===== config.mk =====
export PLATFORM = sky130hd
export DESIGN_NAME = io_dly_gray_stepper_flat
export DESIGN_NICKNAME = d
export VERILOG_FILES = /design/src/rtl/io_dly_gray_stepper_if.sv /design/src/rtl/io_dly_gray_stepper.sv /design/src/flat_wrapper.sv
export SDC_FILE = /design/constraint.sdc
export NUM_CORES = 1
export LEC_CHECK = 0
export ABC_AREA = 1
export BUFFER_PORTS_ARGS = -buffer_cell sky130_fd_sc_hd__buf_4
export CAP_MARGIN = 5
export CORE_ASPECT_RATIO = 1.75
export CORE_MARGIN = 4
export CORE_UTILIZATION = 40
export DETAILED_ROUTE_END_ITERATION = 8
export PLACE_DENSITY_LB_ADDON = 0.3
export SLEW_MARGIN = 40
export SYNTH_ARGS = -nofsm -noshare
export SYNTH_HDL_FRONTEND = slang
export SYNTH_SLANG_ARGS = --single-unit
export TNS_END_PERCENT = 10

===== constraint.sdc =====
create_clock -name clk -period 6.1 [get_ports clk]
set_input_delay 0.915 -clock clk [delete_from_list [all_inputs] [get_ports clk]]
set_output_delay 0.915 -clock clk [all_outputs]
set_load 0.05 [all_outputs]

===== src/rtl/io_dly_gray_stepper_if.sv =====
// Request/status bundle for the gray-coded delay-line stepper.
interface io_dly_gray_stepper_if;
  logic [6:0] tgt_code;
  logic       tgt_valid;
  logic       tgt_ready;
  logic       freeze;
  logic [6:0] gray;
  logic [6:0] cur_code;
  logic       busy;
  logic       done;

  modport master (
    output tgt_code, tgt_valid, freeze,
    input  tgt_ready, gray, cur_code, busy, done
  );

  modport slave (
    input  tgt_code, tgt_valid, freeze,
    output tgt_ready, gray, cur_code, busy, done
  );
endinterface


===== src/rtl/io_dly_gray_stepper.sv =====
// Walks a delay-line code one step at a time toward a requested target,
// driving a registered gray code with a settle gap between steps.
module io_dly_gray_stepper #(
  parameter int unsigned SETTLE_CYC = 4,
  parameter int unsigned MAX_CODE   = 64,
  parameter int unsigned RESET_CODE = 0
) (
  input  logic                  clk,
  input  logic                  reset,
  io_dly_gray_stepper_if.slave  bus
);

  typedef enum logic [1:0] {S_IDLE, S_STEP, S_SETTLE} state_t;

  localparam logic [6:0] MAX7   = 7'(MAX_CODE);
  localparam logic [6:0] RST7   = 7'(RESET_CODE);
  localparam logic [3:0] CNT_LD = 4'(SETTLE_CYC - 1);

  state_t     r_state, w_state_nxt;
  logic [6:0] r_code, w_code_nxt;
  logic [6:0] r_gray;
  logic [6:0] r_target, w_target_nxt;
  logic [6:0] w_req;
  logic [3:0] r_cnt, w_cnt_nxt;
  logic       r_done, w_done_nxt;

  always_ff @(posedge clk) begin
    if (reset) begin
      r_state  <= S_IDLE;
      r_code   <= RST7;
      r_gray   <= RST7 ^ (RST7 >> 1);
      r_target <= RST7;
      r_cnt    <= '0;
      r_done   <= 1'b0;
    end else begin
      r_state  <= w_state_nxt;
      r_code   <= w_code_nxt;
      // gray is derived from the next code so both registers move together
      r_gray   <= w_code_nxt ^ (w_code_nxt >> 1);
      r_target <= w_target_nxt;
      r_cnt    <= w_cnt_nxt;
      r_done   <= w_done_nxt;
    end
  end

  always_comb begin
    w_state_nxt  = r_state;
    w_code_nxt   = r_code;
    w_target_nxt = r_target;
    w_cnt_nxt    = r_cnt;
    w_done_nxt   = 1'b0;
    w_req        = (bus.tgt_code > MAX7) ? MAX7 : bus.tgt_code;

    unique case (r_state)
      S_IDLE: begin
        // freeze does not gate acceptance; it only holds STEP/SETTLE
        if (bus.tgt_valid) begin
          w_target_nxt = w_req;
          if (w_req == r_code) w_done_nxt  = 1'b1;
          else                 w_state_nxt = S_STEP;
        end
      end
      S_STEP: begin
        if (!bus.freeze) begin
          w_code_nxt  = (r_target > r_code) ? r_code + 7'd1 : r_code - 7'd1;
          w_cnt_nxt   = CNT_LD;
          w_state_nxt = S_SETTLE;
        end
      end
      S_SETTLE: begin
        if (!bus.freeze) begin
          if (r_cnt == '0) begin
            if (r_code == r_target) begin
              w_state_nxt = S_IDLE;
              w_done_nxt  = 1'b1;
            end else begin
              w_state_nxt = S_STEP;
            end
          end else begin
            w_cnt_nxt = r_cnt - 4'd1;
          end
        end
      end
      default: w_state_nxt = S_IDLE;
    endcase
  end

  assign bus.tgt_ready = (r_state == S_IDLE);
  assign bus.busy      = (r_state != S_IDLE);
  assign bus.cur_code  = r_code;
  assign bus.gray      = r_gray;
  assign bus.done      = r_done;

endmodule


===== src/flat_wrapper.sv =====
// flat-port wrapper written by rule: the top's interface ports become plain ports
module io_dly_gray_stepper_flat 
#(
  parameter int unsigned SETTLE_CYC = 4,
  parameter int unsigned MAX_CODE   = 64,
  parameter int unsigned RESET_CODE = 0
)
  (clk, reset, bus_tgt_code, bus_tgt_valid, bus_freeze, bus_tgt_ready, bus_gray, bus_cur_code, bus_busy, bus_done);
  io_dly_gray_stepper_if bus_i ();
  input  logic clk;
  input  logic reset;
  input wire logic [$bits(bus_i.tgt_code)-1:0] bus_tgt_code;
  input wire logic [$bits(bus_i.tgt_valid)-1:0] bus_tgt_valid;
  input wire logic [$bits(bus_i.freeze)-1:0] bus_freeze;
  output wire logic [$bits(bus_i.tgt_ready)-1:0] bus_tgt_ready;
  output wire logic [$bits(bus_i.gray)-1:0] bus_gray;
  output wire logic [$bits(bus_i.cur_code)-1:0] bus_cur_code;
  output wire logic [$bits(bus_i.busy)-1:0] bus_busy;
  output wire logic [$bits(bus_i.done)-1:0] bus_done;
  assign bus_i.tgt_code = bus_tgt_code;
  assign bus_i.tgt_valid = bus_tgt_valid;
  assign bus_i.freeze = bus_freeze;
  assign bus_tgt_ready = bus_i.tgt_ready;
  assign bus_gray = bus_i.gray;
  assign bus_cur_code = bus_i.cur_code;
  assign bus_busy = bus_i.busy;
  assign bus_done = bus_i.done;
  io_dly_gray_stepper #(.SETTLE_CYC(SETTLE_CYC), .MAX_CODE(MAX_CODE), .RESET_CODE(RESET_CODE)) u_core (.clk(clk), .reset(reset), .bus(bus_i));
endmodule

# Word level (Yosys, flattened, before mapping)
# Index checks and enable logic that the tools add are counted.
[classes] add_sub_neg=3 n_lt_le_gt_ge=2 n_eq_ne=10 n_mux=21 bitwise=1 n_reduce_logical=7
[op_table] operator="2-to-1 mux 7 bit" n=4
[op_table] operator="== test 7 bit" n=2
[op_table] operator="2-to-1 mux 4 bit" n=3
[op_table] operator="2-to-1 mux 2 bit" n=5
[op_table] operator="!= test 2 bit (second input constant)" n=5
[op_table] operator="case mux 4 bit (2 select lines)" n=1
[op_table] operator="adder 7 x 1 -> 7 bit (second input constant)" n=1
[op_table] operator="> comparator 7 bit" n=1
[op_table] operator="> comparator 7 bit (second input constant)" n=1
[op_table] operator="subtractor 7 x 1 -> 7 bit (second input constant)" n=1
[op_table] operator="XOR 7 x 6 -> 7 bit" n=1
[op_table] operator="2-to-1 mux 1 bit" n=6
[op_table] operator="case mux 2 bit (3 select lines)" n=1
[op_table] operator="AND reduction 5 bit" n=1
[op_table] operator="zero test 4 bit" n=1
[op_table] operator="AND reduction 4 bit" n=1
[op_table] operator="nonzero test 2 bit" n=2
[op_table] operator="subtractor 4 x 1 -> 4 bit (second input constant)" n=1
[op_table] operator="== test 2 x 1 -> 1 bit (second input constant)" n=1
[op_table] operator="== test 2 bit (second input constant)" n=1
[op_table] operator="zero test 2 bit" n=1
[op_table] operator="!= test 2 x 1 -> 1 bit (second input constant)" n=1
[op_table] operator="case mux 1 bit (2 select lines)" n=1
[op_table] operator="AND reduction 2 bit" n=1
[word_totals] register_bits=28 out_inout_bits=17

# Depth between registers and ports, before layout
[depth] ltp_word=6 depth_mapped=20

# Worst setup path before layout
# Ideal clock, no wire load.
[synth_timing] path_type="register -> register" start="reg, netlist name u_core.bus.gray[6]" end="reg u_core.r_gray[5] (netlist: u_core.bus.gray[5])" arrival_time_ns=2.858 setup_slack_ns=3.129 stages_incl_launch_ff=18 path_buffers=0 period_less_slack_ns=2.971 cell_sequence="dfxtp_1 -> inv_1 -> ha_1 -> nand2_2 -> inv_1 -> a21oi_1 -> nand2_1 -> nand2_1 -> inv_1 -> fa_1 -> nor3_1 -> nor2_1 -> nand3_2 -> nand3_1 -> nand2_1 -> nand2_1 -> nor2_1 -> nor2_1"
[synth_lines] element="end signal: assignment" line="io_dly_gray_stepper.sv:31" rtl="r_gray <= RST7 ^ (RST7 >> 1);"
[synth_lines] element="end signal: assignment" line="io_dly_gray_stepper.sv:39" rtl="r_gray <= w_code_nxt ^ (w_code_nxt >> 1);"
[synth_lines] element="end: declaration" line="io_dly_gray_stepper.sv:21" rtl="logic [6:0] r_gray;"

==> impl_metrics.toml <==
[placed_design]
gp_congestion = 0.8744
port_buffers = 27
dp_hpwl_mm = 3.407
place_area_sq_um = 1936

[floorplanning]
die_h_um = 94.32
ios = 28
core_area_sq_um = 4111
fp-row-count = 31
dieArea_sq_um = 5406
die_x_um = 57.32
start_util = 0.4142

[global_route]
use_met2 = 0.3092
met3_usage = 0.02476
gr-total-overflow = 0
grt_pass1_wl_mm = 7.038
grt_usage = 0.1660
grt_pass1_vias = 1625
top_usage_layer = "met2"
met1_usage = 0.1725
grt_max_degree = 16
antenna_found_initial = 0

[sta]
fmax_ghz = 0.3445
rsz0062_at_grt = "no"
hold_viol = 0
worstMarginPinSlew_ps = 397.1
fin_setup_tns_ps = 0
slew_headroom = 0.7349
fin_crit_sh = 0.4759
drv_slew = 0
finalCriticalPeriod_ps = 2903
clock_skew_ps = 2.213
setup_viol = 0

[run]
cap_violations = 0

[yosys]
ys_seq_elements = 27
synth_fp_nets = 269
netlist_area_sq_um = 1703
yosys_warnings = 0
synth_area_per_cell_sq_um = 7.008
synth-seq-area-share = 0.3174
syn_inst = 243
synth_cell_types = 33

[setup_path]
crit_path_start = "u_core.bus.gray[6]"
crit_arrival_ps = 3080
r2r_cells = 16
cp_max_fo = 7
cp_data_required_time_ps = 6280
reg2reg_from = "u_core.bus.gray[6]"
r2r-end = "u_core.bus.gray[5]"
startpoint_type = "register"
rrSetupSlack_ps = 3200
path_class = "reg -> reg"
worstSetupEndpointType = "register"

[routing]
via_per_inst = 5.189
vias = 1650
routed_wl_mm = 4.185
drt-pass1-iter-count = 4
drc = 0
antenna_left = 0
detail_route.wl_per_cell_um = 13.16
first_iter_violations = 48

[cts]
cts.htree.levels = 1
cts_resized = 0
numCtsBuffers = 3
clk_latency_ps = 270
clkTransAtPathRegs_ps = 90
clkSinkCount = 27
clockBufferDepth = 2
cts_tree = "done"
hold_buffers = 0
root_buffer = "clkbuf_8"
post_cts_buffers = 0

[layout]
most-common-layout-cells = "nand2_1, inv_1, buf_4, dfxtp_1, nor2_1"
finalNetCount = 296
final_common_cell = "nand2_1"
fin_area_sq_um = 1982
drive_above_1_share = 0.1970
fillers = 454
antenna-diode-count = 0
fin_util = 0.4820
area_growth_pct = 16.38

[run_status]
status = "finished, final reports clean"

[power_and_ir_drop]
peakVddDrop_uv = 182.6
leakagePower_uw = 0.0009544
p_per_area_nw_per_um2 = 309.7

[worst_hold_path]
hold_class = "reg -> reg"
hold_end = "u_core.r_target[4]"
min_path_cells = 2
hp-start = "u_core.r_target[4]"
## per-stage QoR
stage                     setup WS [ps]  hold slack, ps  instances  total power, uW
final                              3197           489.6        318            613.8
after global routing               2816           518.5        318            662.6
after detailed placement           3220           476.4        314            515.6
after CTS                          3204           490.1        318            618.9
after floorplan                    3129           447.2        243            443.1
after global placement             3271           472.5        314            511.3
## final cells by class
type / count / area, sq um / area share
sequential: 27 / 540.5 / 0.2727
inverter: 34 / 127.6 / 0.06439
tap: 49 / 61.31 / 0.03093
clock buffer: 3 / 41.29 / 0.02083
clock inverter: 1 / 5.005 / 0.002525
timing repair buffer: 27 / 202.7 / 0.1023
multi-input combinational: 177 / 1003 / 0.5063
## worst max-delay path by stage
| stage | end | slack, ps |
|---|---|---|
| final | u_core.bus.gray[5] | 3200 |
| after global routing | u_core.bus.gray[5] | 2820 |
| after detailed placement | u_core.bus.gray[5] | 3220 |
| after global placement | u_core.bus.gray[5] | 3270 |
| after floorplan | u_core.bus.gray[5] | 3130 |
| after CTS | u_core.bus.gray[5] | 3200 |
## logic make-up after synthesis
kind of cell | Yosys count | synth area share
and+or+nand+nor | 118 | 0.3196
xor gates and xnor gates | 5 | 0.03013
DFF | 27 | 0.3174
buffers and inverters | 39 | 0.09332
AOI/OAI and AO/OA | 39 | 0.1249
adders and majority gates | 15 | 0.1146
## metal layers
layer | wire [um] | share of wire
met4 | 125 | 0.030
met2 | 2246 | 0.54
met3 | 187 | 0.045
met5 | 0 | 0
met1 | 1625 | 0.39
## registers in the layout, summed over array words and instances, names as in the netlist
signal / flops
u_core.bus.gray: 7
u_core.r_target: 7
u_core.bus.cur_code: 6
u_core.bus.done: 1
u_core.r_cnt: 4
u_core.r_state: 2
## Yosys cell counts
cell type | n | area, sq um
a21oi_1 | 19 | 95.09
a31oi_1 | 2 | 12.51
a32oi_1 | 1 | 8.760
buf_2 | 1 | 5.000
buf_4 | 1 | 7.510
buf_6 | 1 | 11.26
clkbuf_1 | 2 | 7.510
dfxtp_1 | 27 | 540.5
fa_1 | 1 | 20.02
ha_1 | 14 | 175.2
inv_1 | 27 | 101.4
inv_2 | 7 | 26.28
nand2_1 | 61 | 229.0
nand2_2 | 2 | 12.51
nand3_1 | 14 | 70.07
nand3_2 | 1 | 10.01
nand3b_1 | 1 | 7.510
nand3b_2 | 1 | 11.26
nand4_1 | 4 | 25.02
nand4_2 | 1 | 12.51
nor2_1 | 20 | 75.07
nor2_2 | 4 | 25.02
nor2_4 | 3 | 33.78
nor3_1 | 5 | 25.02
o21a_1 | 1 | 7.510
o21ai_0 | 10 | 50.05
o21ai_1 | 3 | 15.01
o21ai_2 | 2 | 17.52
o22ai_1 | 1 | 6.260
or4_1 | 1 | 7.510
xnor2_1 | 1 | 8.760
xor2_1 | 3 | 26.28
xor2_2 | 1 | 16.27
## critical path, stage by stage (launching register included)
cell and delay, ps:
dfxtp_1 450, inv_1 110, ha_1 320, nand2_2 80
nor2_4 120, nand4_2 140, nand2_1 270, inv_1 90
fa_1 420, nor3_1 200, nor2_1 100, nand3_2 100
nand3_1 100, nand2_1 90, nand2_1 60, nor2_1 90
nor2_1 50
## power breakdown
part / total [uW] / switching (uW) / internal [uW]
Sequential: 209 / 13.5 / 196
Clock: 104 / 58.0 / 45.8
Combinational: 300 / 198 / 102
Note: power is estimated with default switching activity, not from simulation.
